===== config.mk =====
export PLATFORM = sky130hd
export DESIGN_NAME = cache_miss_ctrl
export DESIGN_NICKNAME = d
export VERILOG_FILES = /design/src/rtl/cache_pkg.sv /design/src/rtl/cache_lru.sv /design/src/rtl/cache_miss_ctrl.sv
export SDC_FILE = /design/constraint.sdc
export NUM_CORES = 1
export LEC_CHECK = 0
export CAP_MARGIN = 40
export CORE_MARGIN = 5
export CORE_UTILIZATION = 48
export CTS_CLUSTER_SIZE = 14
export DETAILED_ROUTE_END_ITERATION = 10
export PLACE_DENSITY = 0.81
export SYNTH_ARGS = -nofsm -noshare
export SYNTH_HDL_FRONTEND = slang
export SYNTH_SLANG_ARGS = --single-unit

===== constraint.sdc =====
create_clock -name clock -period 2.4 [get_ports clock]
set_input_delay 0.24 -clock clock [delete_from_list [all_inputs] [get_ports clock]]
set_output_delay 0.24 -clock clock [all_outputs]
set_load 0.02 [all_outputs]

===== src/rtl/cache_pkg.sv =====
// Shared widths, FSM state codes and way-select helpers for the 2-way cache miss controller.
package cache_pkg;

    localparam int unsigned ADDR_W = 5;
    localparam int unsigned IDX_W  = 2;
    localparam int unsigned DATA_W = 8;
    localparam int unsigned TAG_W  = ADDR_W - IDX_W;
    localparam int unsigned SETS   = 2 ** IDX_W;
    localparam int unsigned CNT_W  = 8;
    localparam int unsigned ST_W   = 3;

    localparam logic [ST_W-1:0] ST_IDLE   = 3'd0;
    localparam logic [ST_W-1:0] ST_LOOKUP = 3'd1;
    localparam logic [ST_W-1:0] ST_WB     = 3'd2;
    localparam logic [ST_W-1:0] ST_FETCH  = 3'd3;
    localparam logic [ST_W-1:0] ST_FILL   = 3'd4;

    typedef logic way_t;
    localparam way_t WAY0 = 1'b0;
    localparam way_t WAY1 = 1'b1;

    function automatic logic [1:0] way_onehot(input way_t w);
        return (w == WAY1) ? 2'b10 : 2'b01;
    endfunction

endpackage


===== src/rtl/cache_lru.sv =====
// Per-set LRU bits: each bit names the way to evict next; an access marks the other way.
module cache_lru
    import cache_pkg::*;
(
    input  logic             clock,
    input  logic             reset,
    input  logic [IDX_W-1:0] rd_index,
    output way_t             victim_c,
    input  logic             upd_en,
    input  logic [IDX_W-1:0] upd_index,
    input  way_t             upd_way
);

    logic [SETS-1:0] lru;

    assign victim_c = lru[rd_index];

    always_ff @(posedge clock) begin
        if (reset) begin
            lru <= '0;
        end else if (upd_en) begin
            lru[upd_index] <= ~upd_way;
        end
    end

endmodule


===== src/rtl/cache_miss_ctrl.sv =====
// Write-back / write-allocate controller for a 2-way set-associative cache.
// Optional statistics counters are built when CACHE_STATS_EN is defined.
module cache_miss_ctrl
    import cache_pkg::*;
(
    input  logic              clock,
    input  logic              reset,
    input  logic              cpu_req,
    input  logic              cpu_wren,
    input  logic [ADDR_W-1:0] cpu_addr,
    input  logic [DATA_W-1:0] cpu_wdata,
    output logic              cpu_ready,
    output logic [DATA_W-1:0] cpu_rdata,
    input  logic [1:0]        way_valid,
    input  logic [1:0]        way_dirty,
    input  logic [TAG_W-1:0]  way_tag0,
    input  logic [TAG_W-1:0]  way_tag1,
    input  logic [DATA_W-1:0] way_data0,
    input  logic [DATA_W-1:0] way_data1,
    output logic [IDX_W-1:0]  arr_index,
    output logic [1:0]        fill_we,
    output logic [TAG_W-1:0]  fill_tag,
    output logic [DATA_W-1:0] fill_data,
    output logic              fill_dirty,
    output logic              mem_req,
    output logic              mem_we,
    output logic [ADDR_W-1:0] mem_addr,
    output logic [DATA_W-1:0] mem_wdata,
    input  logic              mem_ack,
    input  logic [DATA_W-1:0] mem_rdata,
    output logic [CNT_W-1:0]  hit_cnt,
    output logic [CNT_W-1:0]  miss_cnt
);

    logic [ST_W-1:0]   state, state_d;
    logic [ADDR_W-1:0] addr_q, addr_d;
    logic              wren_q, wren_d;
    logic [DATA_W-1:0] wdata_q, wdata_d;
    way_t              victim_q, victim_d;
    logic [TAG_W-1:0]  vic_tag_q, vic_tag_d;
    logic [DATA_W-1:0] vic_data_q, vic_data_d, mdata_q, mdata_d;

    logic [IDX_W-1:0]  arr_index_d;
    logic              cpu_ready_d, fill_dirty_d, mem_req_d, mem_we_d;
    logic [DATA_W-1:0] cpu_rdata_d, fill_data_d, mem_wdata_d;
    logic [1:0]        fill_we_d;
    logic [TAG_W-1:0]  fill_tag_d;
    logic [ADDR_W-1:0] mem_addr_d;

    logic [TAG_W-1:0]  tag_q;
    logic [IDX_W-1:0]  idx_q;
    logic              hit0, hit1, hit;
    way_t              hit_way, miss_way, lru_victim_c, lru_way;
    logic              lru_upd;

    assign tag_q = addr_q[ADDR_W-1:IDX_W];
    assign idx_q = addr_q[IDX_W-1:0];

    // A double tag match cannot happen in a consistent array; way0 takes it if it does.
    assign hit0     = way_valid[0] && (way_tag0 == tag_q);
    assign hit1     = way_valid[1] && (way_tag1 == tag_q);
    assign hit      = hit0 || hit1;
    assign hit_way  = hit0 ? WAY0 : WAY1;
    assign miss_way = !way_valid[0] ? WAY0 : (!way_valid[1] ? WAY1 : lru_victim_c);

    cache_lru u_lru (
        .clock     (clock),
        .reset     (reset),
        .rd_index  (idx_q),
        .victim_c  (lru_victim_c),
        .upd_en    (lru_upd),
        .upd_index (idx_q),
        .upd_way   (lru_way)
    );

    always_ff @(posedge clock) begin
        if (reset) state <= ST_IDLE;
        else       state <= state_d;
    end

    // Next state and next values of every registered output.
    always_comb begin
        state_d      = state;
        addr_d       = addr_q;
        wren_d       = wren_q;
        wdata_d      = wdata_q;
        victim_d     = victim_q;
        vic_tag_d    = vic_tag_q;
        vic_data_d   = vic_data_q;
        mdata_d      = mdata_q;
        arr_index_d  = arr_index;
        cpu_ready_d  = 1'b0;
        cpu_rdata_d  = cpu_rdata;
        fill_we_d    = 2'b00;
        fill_tag_d   = fill_tag;
        fill_data_d  = fill_data;
        fill_dirty_d = fill_dirty;
        mem_req_d    = 1'b0;
        mem_we_d     = mem_we;
        mem_addr_d   = mem_addr;
        mem_wdata_d  = mem_wdata;
        lru_upd      = 1'b0;
        lru_way      = WAY0;

        case (state)
            ST_IDLE: begin
                // cpu_req is still high during the ready cycle; wait for the next one.
                if (cpu_req && !cpu_ready) begin
                    addr_d      = cpu_addr;
                    wren_d      = cpu_wren;
                    wdata_d     = cpu_wdata;
                    arr_index_d = cpu_addr[IDX_W-1:0];
                    state_d     = ST_LOOKUP;
                end
            end
            ST_LOOKUP: begin
                if (hit) begin
                    lru_upd     = 1'b1;
                    lru_way     = hit_way;
                    cpu_ready_d = 1'b1;
                    state_d     = ST_IDLE;
                    if (wren_q) begin
                        fill_we_d    = way_onehot(hit_way);
                        fill_tag_d   = tag_q;
                        fill_data_d  = wdata_q;
                        fill_dirty_d = 1'b1;
                    end else begin
                        cpu_rdata_d = (hit_way == WAY1) ? way_data1 : way_data0;
                    end
                end else begin
                    victim_d   = miss_way;
                    vic_tag_d  = (miss_way == WAY1) ? way_tag1 : way_tag0;
                    vic_data_d = (miss_way == WAY1) ? way_data1 : way_data0;
                    state_d    = (way_valid[miss_way] && way_dirty[miss_way]) ? ST_WB : ST_FETCH;
                end
            end
            ST_WB: begin
                if (!mem_req) begin
                    mem_req_d   = 1'b1;
                    mem_we_d    = 1'b1;
                    mem_addr_d  = {vic_tag_q, idx_q};
                    mem_wdata_d = vic_data_q;
                end else if (mem_ack) begin
                    state_d = ST_FETCH;
                end else begin
                    mem_req_d = 1'b1;
                end
            end
            ST_FETCH: begin
                if (!mem_req) begin
                    mem_req_d  = 1'b1;
                    mem_we_d   = 1'b0;
                    mem_addr_d = addr_q;
                end else if (mem_ack) begin
                    mdata_d = mem_rdata;
                    state_d = ST_FILL;
                end else begin
                    mem_req_d = 1'b1;
                end
            end
            ST_FILL: begin
                fill_we_d    = way_onehot(victim_q);
                fill_tag_d   = tag_q;
                fill_data_d  = wren_q ? wdata_q : mdata_q;
                fill_dirty_d = wren_q;
                cpu_ready_d  = 1'b1;
                if (!wren_q) cpu_rdata_d = mdata_q;
                lru_upd      = 1'b1;
                lru_way      = victim_q;
                state_d      = ST_IDLE;
            end
            default: state_d = ST_IDLE;
        endcase
    end

    always_ff @(posedge clock) begin
        if (reset) begin
            addr_q     <= '0;
            wren_q     <= 1'b0;
            wdata_q    <= '0;
            victim_q   <= WAY0;
            vic_tag_q  <= '0;
            vic_data_q <= '0;
            mdata_q    <= '0;
            arr_index  <= '0;
            cpu_ready  <= 1'b0;
            cpu_rdata  <= '0;
            fill_we    <= 2'b00;
            fill_tag   <= '0;
            fill_data  <= '0;
            fill_dirty <= 1'b0;
            mem_req    <= 1'b0;
            mem_we     <= 1'b0;
            mem_addr   <= '0;
            mem_wdata  <= '0;
        end else begin
            addr_q     <= addr_d;
            wren_q     <= wren_d;
            wdata_q    <= wdata_d;
            victim_q   <= victim_d;
            vic_tag_q  <= vic_tag_d;
            vic_data_q <= vic_data_d;
            mdata_q    <= mdata_d;
            arr_index  <= arr_index_d;
            cpu_ready  <= cpu_ready_d;
            cpu_rdata  <= cpu_rdata_d;
            fill_we    <= fill_we_d;
            fill_tag   <= fill_tag_d;
            fill_data  <= fill_data_d;
            fill_dirty <= fill_dirty_d;
            mem_req    <= mem_req_d;
            mem_we     <= mem_we_d;
            mem_addr   <= mem_addr_d;
            mem_wdata  <= mem_wdata_d;
        end
    end

`ifdef CACHE_STATS_EN
    logic stat_hit, stat_miss;
    assign stat_hit  = (state == ST_LOOKUP) && hit;
    assign stat_miss = (state == ST_LOOKUP) && !hit;

    // Saturating lookup statistics.
    always_ff @(posedge clock) begin
        if (reset) begin
            hit_cnt  <= '0;
            miss_cnt <= '0;
        end else begin
            if (stat_hit && (hit_cnt != '1))   hit_cnt  <= hit_cnt + CNT_W'(1);
            if (stat_miss && (miss_cnt != '1)) miss_cnt <= miss_cnt + CNT_W'(1);
        end
    end
`else
    assign hit_cnt  = '0;
    assign miss_cnt = '0;
`endif

endmodule


* After elaboration in Yosys (flattened, before gate mapping) *
Cells that the tools add are included.

storage, ports and cells
  bits in latches = 0
  input port bits = 52
  memories = 0
  register bits = 81
  ROM bits = 0
  output and inout bits = 56
  RAM bits = 0

operators by class
  order comparisons = 3
  $add $sub $neg = 0
  divide/modulo/power cells = 0
  shifts and indexed selects = 0
  reductions and logical operators = 20
  bitwise logic cells = 4
  multiply operators = 0
  multiplexer cells = 54
  equal/unequal tests = 17

operators by type and width
  operator                                                                count
  8-bit two-way mux                                                       8
  8-bit case mux with 2 select lines                                      2
  3-bit two-way mux                                                       8
  2-bit != test (second input constant)                                   11
  1-bit two-way mux                                                       18
  3-bit case mux with 4 select lines                                      1
  2-bit two-way mux                                                       5
  5-bit two-way mux                                                       2
  5-bit case mux with 2 select lines                                      1
  3-bit AND reduction                                                     3
  1-bit case mux with 2 select lines                                      4
  3-bit by 2-bit equality test with 1-bit output (second input constant)  2
  3-bit equality test                                                     2
  3-bit case mux with 2 select lines                                      1
  2-bit AND reduction                                                     3
  1-bit logical AND                                                       5
  5-bit AND reduction                                                     1
  4-bit bitwise mux                                                       1
  1-bit inverter                                                          4
  2-bit case mux with 2 select lines                                      1
  4-bit AND reduction                                                     1
  2-bit nonzero test                                                      2
  2-bit OR reduction                                                      2
  3-bit by 1-bit equality test with 1-bit output (second input constant)  1
  9 further kinds                                                         9

* Longest topological paths before layout *
  word-level depth = 10
  gate-level depth with buffers = 7
  depth with buffers taken out = 5

* Cells and area by module *
From an unflattened synthesis, not the netlist that was laid out.

unflattened totals
  cells, all modules = 406
  area total of the unflattened synthesis = 3779.9 um^2

by module, submodules not included
  module           sequential area each (um^2)  times used  cells each  area an instance (um^2)
  cache_miss_ctrl  1501.4                       1           388         3574.7
  cache_lru        80.1                         1           18          205.2

* Least setup slack after synthesis *
No wires, ideal clock.

  kind = reg2reg
  from = register addr_q[4]
  to = register u_lru.lru[0]
  setup slack = 0.598 ns
  arrival = 1.716 ns
  stages on the path, launching flop included = 7
  setup time = 0.086 ns
  path buffers = 1
  cell sequence = dfxtp_1 xor2_1 or4b_4 buf_6 a21oi_4 o21ai_0 a221oi_2

between the ends
  word-level cells in the longest chain between the ends = 7
  elaborated cells on any way between the ends = 12

ends and longest elaborated chain
  what                                                          RTL line                                      text
  start: declaration                                            cache_miss_ctrl.sv:36                         logic [ADDR_W-1:0] addr_q, addr_d;
  start signal: assignment                                      cache_miss_ctrl.sv:197                        addr_q <= addr_d;
  3-bit equality test, on equally long branches                 cache_miss_ctrl.sv:60, cache_miss_ctrl.sv:61
  1-bit logical AND, on equally long branches                   cache_miss_ctrl.sv:60, cache_miss_ctrl.sv:61
  1-bit two-way mux / 1-bit logical OR (equally long branches)  cache_miss_ctrl.sv:63, cache_miss_ctrl.sv:62
  1-bit two-way mux                                             cache_miss_ctrl.sv:117                        if (hit) begin
  1-bit case mux with 2 select lines                            cache_miss_ctrl.sv:105                        case (state)
  1-bit inverter                                                cache_lru.sv:22                               lru[upd_index] <= ~upd_way;
  4-bit bitwise mux                                             cache_lru.sv:22
  end signal: indexed assignment                                cache_lru.sv:22
  end: declaration                                              cache_lru.sv:14                               logic [SETS-1:0] lru;

Parallel ways exist; a longest one is shown, timed or not.
A chain may end at the register's enable or synchronous reset.

* Worst setup path after layout *
  from = register addr_q[3]
  to = register fill_data[5]

between the ends
  word-level cells in the longest chain between the ends = 5
  elaborated cells on any way between the ends = 7

ends and longest elaborated chain
  what                                           RTL line                                      text
  3-bit equality test, on equally long branches  cache_miss_ctrl.sv:60, cache_miss_ctrl.sv:61
  1-bit logical AND, on equally long branches    cache_miss_ctrl.sv:60, cache_miss_ctrl.sv:61
  1-bit logical OR (*)                           cache_miss_ctrl.sv:62                         assign hit = hit0 || hit1;
  2-bit != test (no line) (*)                    -
  3-bit AND reduction (no line) (*)              -
  end signal: assignment                         cache_miss_ctrl.sv:209                        fill_data <= fill_data_d;
  end: declaration                               cache_miss_ctrl.sv:23                         output logic [DATA_W-1:0] fill_data,

Mark *: on every way between the ends. The rest lies on a longest branch, timed or not.

==> impl_metrics.toml <==
[outcome]
status = "finished, final reports clean"

[clock_tree]
numCtsBuffers = 9
path_clk_slew_ps = 70
cts_tree = "done"
cts_buffer_depth = 2
cts-root-buf = "clkbuf_8"
clk_latency_ps = 340
clock_sinks = 79
postCtsHoldBufs = 0
htreeDepth = 3
cts-resized-gates = 0
cts_setup_buffers = 0

[pwr]
total_power_w = 0.00394
power_switching_w = 0.00124
powerDensity_nw_per_um2 = 797
p_seq_share_pct = 41.8
p_leak_nw = 1.88
power.internal_w = 0.00270
power.share.clock_pct = 27.6
p_comb_share_pct = 30.6
p_sw_share_pct = 31.5
ir_drop_mv = 0.418

[cells_and_area]
stdcell_area_um2 = 4940
diodes = 0
fillers = 647
multi_input_area_um2 = 1940
area_delta_synth_final_pct = 31.7
nNetsFinal = 553
drive_gt1_share_pct = 10.5
register_area_um2 = 1580

[grt]
grt_pass1_wl_um = 15300
grt_util_all_layers_pct = 19.2
antenna_found_initial = 0
grt_pass1_vias = 3208
grt_max_degree = 47
grt_overflow = 0

[die]
start_util_pct = 48.8
rows = 32
dieArea_um2 = 9680
ioPinCount = 108
coreArea_um2 = 7690
fp.dieW_um = 98.4
die_y_um = 98.4

[synthesis]
ys_ff_latch = 79
synth-edff-count = 0
synth-seq-area-share_pct = 42.2
synth_commonest_cells = "dfxtp_1, nor2_1, nand2_1"
synthTopCellsByArea = "dfxtp_1, mux2i_1, nor2_1"
synth_largest_area_cell = "dfxtp_1"
synth.most_common_cell = "dfxtp_1"
ys_types = 49
syn_area_um2 = 3750
synthFlopType = "dfxtp_1"
asyncSetResetFlopFracSynth_pct = 0
syn_area_per_cell_um2 = 9.04
yosysWarnings = 0
synthCells = 415
netlist.area_leader.share_pct = 42.2

[worst_hold_path]
hold_depth = 2
min_from = "reset"
hold_end = "addr_q[1]"
hp-class = "in2reg"

[route]
num_vias = 3241
drt_wl_total_um = 9120
drtAntennaViolNets = 0
wl_per_cell_um = 15.0
drtIter0Drc = 187
via_per_inst = 5.33
drc = 0
drtPass1Iterations = 4

[setup_path]
path_max_fanout = 11
crit_start = "addr_q[3]"
timing.rr.end = "fill_data[5]"
cp-start-kind = "flop"
cp.required_ps = 2650
worstPathArrival_ps = 2320
worstReg2RegStart = "addr_q[3]"
critical_path_class = "reg2reg"
r2r_slack_ps = 330
r2r_cells = 6
end_kind = "flop"

[sta]
final-hold-violation-count = 0
tns_ps = 0
report.final.slew_viol_count = 0
relSlewSlack_pct = 57.4
clock.fmax_ghz = 0.483
rsz0062_at_grt = "false"
finalSetupViolations = 0
period_share_pct = 86.3
tightest_slew_ps = 633
layout_min_cycle_time_ps = 2070
finClkSkew_ps = 5.84

[placement]
io_buffers = 91
dpl-instance-area_um2 = 4710
gp_congestion = 0.815
dp_hpwl_um = 6930

[job]
cap_violations = 0
[through the flow]
| stage | hold slack, ps | util, % | setup WS (ps) | std cells |
|---|---|---|---|---|
| finish | 340 | 64.2 | 329 | 608 |
| global route | 342 | 64.2 | 183 | 608 |
| CTS | 320 | 64.2 | 322 | 608 |
| detailed placement | 450 | 61.3 | 69.9 | 592 |
| global placement | 443 | 61.3 | 139 | 592 |
| floorplan | 384 | - | 598 | 430 |
[layout make-up]
class	count	share of cell area (%)
Tap cell	102	2.58
Clock buffer	13	3.22
Clock inverter	3	1.32
Inverter	5	0.380
Sequential cell	79	32.0
Multi-Input combinational cell	298	39.3
Timing Repair Buffer	108	21.2
[state kept, by name, indices dropped and copies added (netlist names)]
name        count
cpu_rdata       8
fill_data       8
mdata_q         8
mem_wdata       8
vic_data_q      8
wdata_q         8
mem_addr        5
addr_q          4
u_lru.lru       4
fill_tag        3
state           3
vic_tag_q       3
fill_we         2
arr_index       1
cpu_ready       1
fill_dirty      1
mem_req         1
mem_we          1
victim_q        1
wren_q          1
[cells in the final DEF (no fill, tap or decap), types with 2 or more instances in the layout]
cell type / instances
a211oi_1: 14
nor3_1: 26
and2_1: 2
nand2b_1: 6
mux2_2: 2
nand4_1: 3
clkbuf_8: 11
mux2i_1: 37
nand4b_1: 8
a21oi_1: 15
or2_1: 2
nor2_1: 49
nor4b_4: 2
xor2_1: 3
nand2_1: 39
conb_1: 16
xnor2_1: 3
clkbuf_1: 2
dfxtp_1: 79
o21bai_1: 9
buf_4: 16
a221oi_1: 3
o21ai_1: 4
inv_1: 5
a311oi_1: 8
nor2b_1: 6
clkdlybuf4s50_1: 90
o21ai_0: 14
bufinv_16: 2
o41ai_2: 8
[how the worst max path moves through the flow]
stage               slack, ps  cells after the start            to
finish                    330                      6  fill_data[5]
global route              180                      6  fill_data[5]
CTS                       320                      6  fill_data[5]
detailed placement         70                      7  fill_data[4]
global placement          140                      7  fill_data[0]
floorplan                 600                      6  u_lru.lru[0]
[routing by layer]
layer / up-vias / wire length [um] / global-route usage (%) / share of wire [%]
met5: - / 0 / 0 / 0
met4: 0 / 254 / 7.14 / 2.8
met3: 23 / 610 / 6.64 / 6.7
met2: 120 / 4380 / 31.4 / 48
met1: 1488 / 3870 / 23.3 / 42
li1: 1610 / - / - / -
[critical path, stage by stage (launching register included)]
cell	delay (ps)
dfxtp_1	480
xor2_1	180
or4b_4	640
a21oi_2	210
buf_4	190
nor3_1	60
a311oi_1	230
[kinds of logic (layout without fill, tap and decap cells)]
| logic type | after synthesis | count (layout) | synth area share (%) |
|---|---|---|---|
| AOI/OAI and AO/OA | 83 | 83 | 17.3 |
| xor gates and xnor gates | 6 | 6 | 1.40 |
| DFF | 79 | 79 | 42.2 |
| other | 1 | 16 | 0.100 |
| buffers and inverters | 53 | 129 | 7.87 |
| and+or+nand+nor | 154 | 154 | 20.7 |
| muxes | 39 | 39 | 10.5 |
[power groups by stage]
| stage | registers (W) | logic [W] | clock network (W) |
|---|---|---|---|
| after floorplan | 0.00170 | 0.000782 | 0 |
| after global placement | 0.00166 | 0.00118 | 0 |
| after detailed placement | 0.00167 | 0.00120 | 0 |
| after CTS | 0.00165 | 0.00121 | 0.00111 |
| after global routing | 0.00167 | 0.00132 | 0.00117 |
| final | 0.00165 | 0.00120 | 0.00109 |
No activity file was read; power rests on OpenSTA's default activity.
